`config.mk`:
```
export PLATFORM = sky130hd
export DESIGN_NAME = mem_copy_engine
export DESIGN_NICKNAME = d
export VERILOG_FILES = /design/src/rtl/mem_copy_engine.sv
export SDC_FILE = /design/constraint.sdc
export NUM_CORES = 1
export LEC_CHECK = 0
export ABC_AREA = 1
export ABC_CLOCK_PERIOD_IN_PS = 1760
export CORE_ASPECT_RATIO = 0.6
export CORE_MARGIN = 4
export CORE_UTILIZATION = 45
export CTS_CLUSTER_SIZE = 10
export DETAILED_ROUTE_END_ITERATION = 12
export PLACE_DENSITY_LB_ADDON = 0.08
export SETUP_SLACK_MARGIN = 0.3
export SYNTH_ARGS = -nofsm -noshare
export SYNTH_HDL_FRONTEND = slang
export SYNTH_SLANG_ARGS = --single-unit
```
`constraint.sdc`:
```
create_clock -name CLK -period 1.76 [get_ports CLK]
set_clock_uncertainty 0.1 [all_clocks]
set_input_delay 0.176 -clock CLK [delete_from_list [all_inputs] [get_ports CLK]]
set_output_delay 0.176 -clock CLK [all_outputs]
set_load 0.005 [all_outputs]
```
`src/rtl/mem_copy_engine.sv`:
```
// mem_copy_engine
// Bus initiator for the 256x8 data RAM. Performs a block COPY (read source
// byte, write destination byte, repeat) or a block FILL (write a constant)
// of 0..255 bytes, arbitrating for the RAM port with a ReqMem/GrantMem
// handshake and flagging completion with a one-cycle Done pulse.
//
// Ports:
//   CLK, RESET_N            clock, synchronous active-low reset
//   Start, Mode             begin request (IDLE only), 0 = COPY / 1 = FILL
//   SrcAddr, DstAddr, Len   block description, latched on accepted Start
//   FillVal                 constant for FILL, latched on accepted Start
//   Busy, Done              status: busy outside IDLE, completion pulse
//   ReqMem, GrantMem        RAM port request / grant
//   MemRead, MemWrite       RAM strobes (Mealy, gated by GrantMem)
//   Address, DataSrc        RAM address / write data (0 when not accessing)
//   DataMemOut              combinational RAM read data
module mem_copy_engine #(
  parameter int ADDR_W = 8,
  parameter int DATA_W = 8
) (
  input  logic              CLK,
  input  logic              RESET_N,
  input  logic              Start,
  input  logic              Mode,
  input  logic [ADDR_W-1:0] SrcAddr,
  input  logic [ADDR_W-1:0] DstAddr,
  input  logic [7:0]        Len,
  input  logic [DATA_W-1:0] FillVal,
  output logic              Busy,
  output logic              Done,
  output logic              ReqMem,
  input  logic              GrantMem,
  output logic              MemRead,
  output logic              MemWrite,
  output logic [ADDR_W-1:0] Address,
  output logic [DATA_W-1:0] DataSrc,
  input  logic [DATA_W-1:0] DataMemOut
);

  typedef enum logic [1:0] {
    S_IDLE,
    S_READ,
    S_WRITE,
    S_DONE
  } state_t;

  state_t            state;
  state_t            state_next;

  logic [ADDR_W-1:0] src_ptr;
  logic [ADDR_W-1:0] dst_ptr;
  logic [7:0]        remaining;
  logic [DATA_W-1:0] data_buf;
  logic              mode_r;
  logic [DATA_W-1:0] fill_r;

  logic              start_ok;
  logic              bus_ok;
  logic              rd_fire;
  logic              wr_fire;

  assign start_ok = (state == S_IDLE) && Start;

  // The reset is synchronous, but an abort must not let one more access
  // slip out during the cycle in which RESET_N is being held low, so the
  // grant is qualified with RESET_N before it can fire a RAM strobe.
  assign bus_ok = GrantMem && RESET_N;

  // State register
  always_ff @(posedge CLK) begin
    if (!RESET_N) begin
      state <= S_IDLE;
    end else begin
      state <= state_next;
    end
  end

  // Next-state and output decode; RAM strobes are Mealy on the grant
  always_comb begin
    state_next = state;
    Busy       = 1'b0;
    Done       = 1'b0;
    ReqMem     = 1'b0;
    rd_fire    = 1'b0;
    wr_fire    = 1'b0;

    case (state)
      S_IDLE: begin
        if (Start) begin
          if (Len == 8'd0) begin
            state_next = S_DONE;
          end else if (Mode) begin
            state_next = S_WRITE;
          end else begin
            state_next = S_READ;
          end
        end
      end

      S_READ: begin
        Busy   = 1'b1;
        ReqMem = 1'b1;
        if (bus_ok) begin
          rd_fire    = 1'b1;
          state_next = S_WRITE;
        end
      end

      S_WRITE: begin
        Busy   = 1'b1;
        ReqMem = 1'b1;
        if (bus_ok) begin
          wr_fire = 1'b1;
          if (remaining == 8'd1) begin
            state_next = S_DONE;
          end else if (mode_r) begin
            state_next = S_WRITE;
          end else begin
            state_next = S_READ;
          end
        end
      end

      S_DONE: begin
        Busy       = 1'b1;
        Done       = 1'b1;
        state_next = S_IDLE;
      end

      default: begin
        state_next = S_IDLE;
      end
    endcase
  end

  // Bus drive: idle bus reads as all zeros
  always_comb begin
    MemRead  = rd_fire;
    MemWrite = wr_fire;
    Address  = '0;
    DataSrc  = '0;
    if (rd_fire) begin
      Address = src_ptr;
    end else if (wr_fire) begin
      Address = dst_ptr;
      DataSrc = mode_r ? fill_r : data_buf;
    end
  end

  // Datapath: latch the request, capture read data, advance after each write.
  // Both pointers move together so overlapping copies run in ascending order.
  always_ff @(posedge CLK) begin
    if (!RESET_N) begin
      src_ptr   <= '0;
      dst_ptr   <= '0;
      remaining <= '0;
      data_buf  <= '0;
      mode_r    <= 1'b0;
      fill_r    <= '0;
    end else begin
      if (start_ok) begin
        src_ptr   <= SrcAddr;
        dst_ptr   <= DstAddr;
        remaining <= Len;
        mode_r    <= Mode;
        fill_r    <= FillVal;
      end
      if (rd_fire) begin
        data_buf <= DataMemOut;
      end
      if (wr_fire) begin
        src_ptr   <= src_ptr + ADDR_W'(1);
        dst_ptr   <= dst_ptr + ADDR_W'(1);
        remaining <= remaining - 8'd1;
      end
    end
  end

endmodule

```
======== After elaboration in Yosys (flattened, before gate mapping) ========
Index checks and enable logic that the tools add are counted.
cells by class
  $add $sub $neg .......................... 3
  multipliers ............................. 0
  div/mod/pow operators ................... 0
  $lt $le $gt $ge ......................... 0
  equality and inequality tests ........... 7
  shift-type cells ........................ 0
  mux-type cells .......................... 25
  bitwise logic cells ..................... 0
  reduce and logical (&&, ||, !) cells .... 8
operators with widths
  cell                   count
  $mux W8                11
  $add A8 B1 Y8 const B  2
  $mux W2                7
  $eq A8 B1 Y1 const B   1
  $logic_not A8 Y1       1
  $pmux W2 S4            1
  $sub A8 B1 Y8 const B  1
  $mux W1                6
  $ne A2 B2 Y1 const B   3
  $eq A2 B2 Y1 const B   2
  $reduce_and A3 Y1      1
  $reduce_or A3 Y1       1
  $eq A2 B1 Y1 const B   1
  $logic_and A1 B1 Y1    2
  $logic_not A2 Y1       1
  $reduce_bool A2 Y1     1
  $reduce_or A2 Y1       1
storage, ports and cells
  flip-flop bits (word level) ............. 43
  bits in latches ......................... 0
  bits in writable memories ............... 0
  memory bits (read-only) ................. 0
  input port bits ......................... 45
  output and inout bits ................... 21
  logic and storage cells ................. 50
  memories ................................ 0

======== Logic depth before layout (Yosys ltp) ========
  depth after elaboration ................. 5
  depth in mapped cells ................... 12
  gate-level depth less buffers ........... 11

======== Worst setup path after synthesis ========
OpenSTA, ideal clock, no wires.
  kind .................................... register to output
  from .................................... register state[1]
  to ...................................... output port Address[4]
  arrival ................................. 1296 ps
  data required time ...................... 1484 ps
  path slack .............................. 188 ps
  stages on the path, launching flop included .. 8
  buffers on the path ..................... 1
  path through ............................ dfxtp_1 inv_1 ha_1 inv_1 nor2_4 inv_1 clkbuf_1 o22ai_1
on the way
  elaborated cells between the ends (all ways) .. 6
  those cells by class .................... eq/ne (2); mux (4)
RTL lines
  item                      line  text
  start: declaration        47    state_t state;
  start signal: assignment  74    state <= state_next;
  $eq A2 B1 Y1              87    case (state)
  $mux W1                   87
  named net MemRead         33    output logic MemRead,
  $mux W8                   142   if (rd_fire) begin
  end: declaration          35    output logic [ADDR_W-1:0] Address,
The timed path passes the listed nets, and every way through them passes these cells.

======== Worst setup path in the final report ========
  from .................................... register state[1]
  to ...................................... output port Address[3]
on the way
  word-level cells in the longest chain between the ends .. 4
  elaborated cells between the ends (all ways) .. 6
  those cells by class .................... eq/ne (2); mux (4)
ends and longest elaborated chain
  item          line  text
  $eq A2 B2 Y1  87
  $mux W1       87
  $mux W8       144   end else if (wr_fire) begin
  $mux W8 *     142
Every way passes the cells marked *; elsewhere a longest branch is shown, timed or not.

==> impl_metrics.toml <==
[outcome]
status = "finished with violations"
violations = "negative setup slack"

[logic_synthesis]
synth-edff-count = 0
postSynthNetCount = 442
synthArstFlopShare_pct = 0
avgSynthCellArea_um2 = 6.45
synth_common_cells = "84 x nand2_1, 55 x nor2_1, 50 x inv_1"
synthDistinctLibCells = 30
netlist_area_mm2 = 0.00250
yosysWarnings = 0
synth_most_common_cell = "nand2_1"
yosys_most_used_dff = "dfxtp_1"
ys_top_cells_by_area = "dfxtp_1 34%, nand2_1 13%, nor2_1 8.2%, inv_1 7.5%, nand3_1 6.4%"
seq_area_frac_synth_pct = 34.4
ys_seq_elements = 43
netlist.area_leader.share_pct = 34.4
syn_inst = 388
yosysTopAreaCell = "dfxtp_1"

[worst_setup_path]
max_stage_delay_ns = 0.37
cp_cell_sequence = "inv_4 > ha_4 > inv_6 > nor2_4 > clkinvlp_4 > buf_6 > o22ai_2 > buf_2"
cp.buffers_inverters = 5
worstSetupStartpointType = "flop"
worstPathMaxFanout = 6
arrival_ns = 1.65
crit_start = "state[1]"
worstSetupEndpointType = "primary output"
crit_slowest_cell = "dfxtp_4"
r2r_slack_ns = -0.09
path_class = "reg -> out"
r2r_start = "state[0]"
crit_required_ns = 1.48
crit_family = "buffers and inverters"

[power]
irDropWorstVdd_uv = 519
p_leak_nw = 1.90
p_per_area_mw_per_mm2 = 1280

[clock_network]
cts_tree = "built"
clkLatencyLatePin_ns = 0.30
cts_made_buffers = 5
clk_pin_slew_ns = 0.09
cts-root-buf = "clkbuf_8"
clockBufferDepth = 2
clock-sinks = 43
htreeDepth = 2

[global_routing]
grt_pass1_vias = 2856
track_usage_pct = 25.9
met2_usage_pct = 43.8
grt_pass1_wl_um = 14100
grt-ovfl-total = 0
antenna_found_initial = 0
grt_most_used_layer = "met2"
grt_use_met3_pct = 5.85
grt_max_degree = 25
grtUsageMet1_pct = 33.4

[sta]
setup_violations = 26
setup_ws_ns = -0.168
rsz0062_at_grt = "yes"
tightest_slew_ns = 0.421
maxSlewViolCount = 0
post-route-period-util_pct = 110
finalCriticalPeriod_ns = 1.93
hold_viol = 0
relSlewSlack_pct = 71.8
fmax_mhz = 519

[run]
cap_violations = 0

[route]
ant_nets = 0
dr.pass1.iters = 6
wl_per_cell_um = 17.4
routed_wirelength_um = 9860
vias = 3151
viasPerCell = 5.55
drc = 0
drt-initial-drc-count = 219

[layout]
area_growth_pct = 76.7
nNetsFinal = 555
num_antenna_cells = 0
layout.cells.non_filler = 568
drive_above_1_share_pct = 40.2

[min_path]
hold_path.startpoint = "DstAddr[2]"
hold_path.class = "in -> reg"

[floorplanning]
dieArea_mm2 = 0.00686
num_rows = 20
die_x_um = 104
core-area_mm2 = 0.00523
die_h_um = 65.8
io_pins = 66
initial_core_util_pct = 47.9

[place]
place_ws_ns = -0.393
dp_hpwl_um = 5530
place_inst = 526
place.gp.congestion = 0.879
port_buffers = 65
## final timing paths
check / cells past startpoint / endpoint
setup reg to reg: 13 / src_ptr[6]
setup / recovery: 8 / Address[3]
hold reg to reg: 2 / data_buf[6]
hold / removal: 3 / dst_ptr[2]
## logic make-up after synthesis
logic type               synth area share [%]
AND/OR/NAND/NOR                          31.0
adder cells (fa/ha/maj)                  4.50
flip-flops                               34.4
AO/OA/AOI/OAI                            17.8
buffers and inverters                    11.6
XOR/XNOR                                0.700
## tightest hold or removal path, stage by stage
cell             delay [ns]
clkdlybuf4s50_1        0.41
nand2_1                0.07
a31oi_1                0.07
## power by group
| group | leakage [nW] | internal [W] | switching, W |
|---|---|---|---|
| logic | 1.50 | 0.00166 | 0.00187 |
| clock network | 0.0477 | 0.000272 | 0.000368 |
| registers | 0.354 | 0.00123 | 0.000265 |
## layout make-up
cell class	instances	area, um^2
multi-input cells	275	1910
clock buffers	5	68.8
inverters	52	239
repair buffers	122	1210
fillers	284	806
well taps	66	82.6
repair inverters	2	27.5
clock inverters	3	15.0
flip-flops and latches	43	868
## flip-flops by register name (all words and copies together) (netlist names)
signal / flops
remaining: 8
state: 2
mode_r: 1
data_buf: 8
dst_ptr: 8
fill_r: 8
src_ptr: 8
## through the flow
step / power [W] / hold WS (ns) / TNS [ns] / instance area [um^2] / util (%)
3_5_place_dp: 0.00340 / 0.344 / -8.43 / 3420 / 65.3
4_1_cts: 0.00492 / 0.352 / -0.863 / 4020 / 76.8
2_1_floorplan: 0.00266 / 0.214 / 0 / 2580 / -
5_1_grt: 0.00599 / 0.368 / -4.04 / 4420 / 84.6
6_report: 0.00567 / 0.358 / -2.30 / 4420 / 84.6
3_3_place_gp: 0.00336 / 0.340 / -7.73 / 3420 / 65.3
## layout by cell type, fill, tap and decap left out, types with 15 or more instances in the layout
cell             count
a21oi_1             15
nand3_1             20
clkdlybuf4s50_1     43
nor2_4              15
buf_2               17
buf_6               32
buf_4               17
inv_1               40
nor2_1              38
nand2_1             64
dfxtp_1             41
## timing repair
action,4_1_cts,5_1_grt
hold buffers,0,0
resized for setup,217,74
endpoints found under the setup margin,64,64
pin swaps,41,16
setup buffers,17,14
cloned,3,0
## metal layers
metal / routed length, um / vias to the layer above
met1: 4130 / 1451
met5: 0 / -
met4: 286 / 0
li1: - / 1490
met3: 774 / 39
met2: 4670 / 171
(Power assumes the default switching activity.)
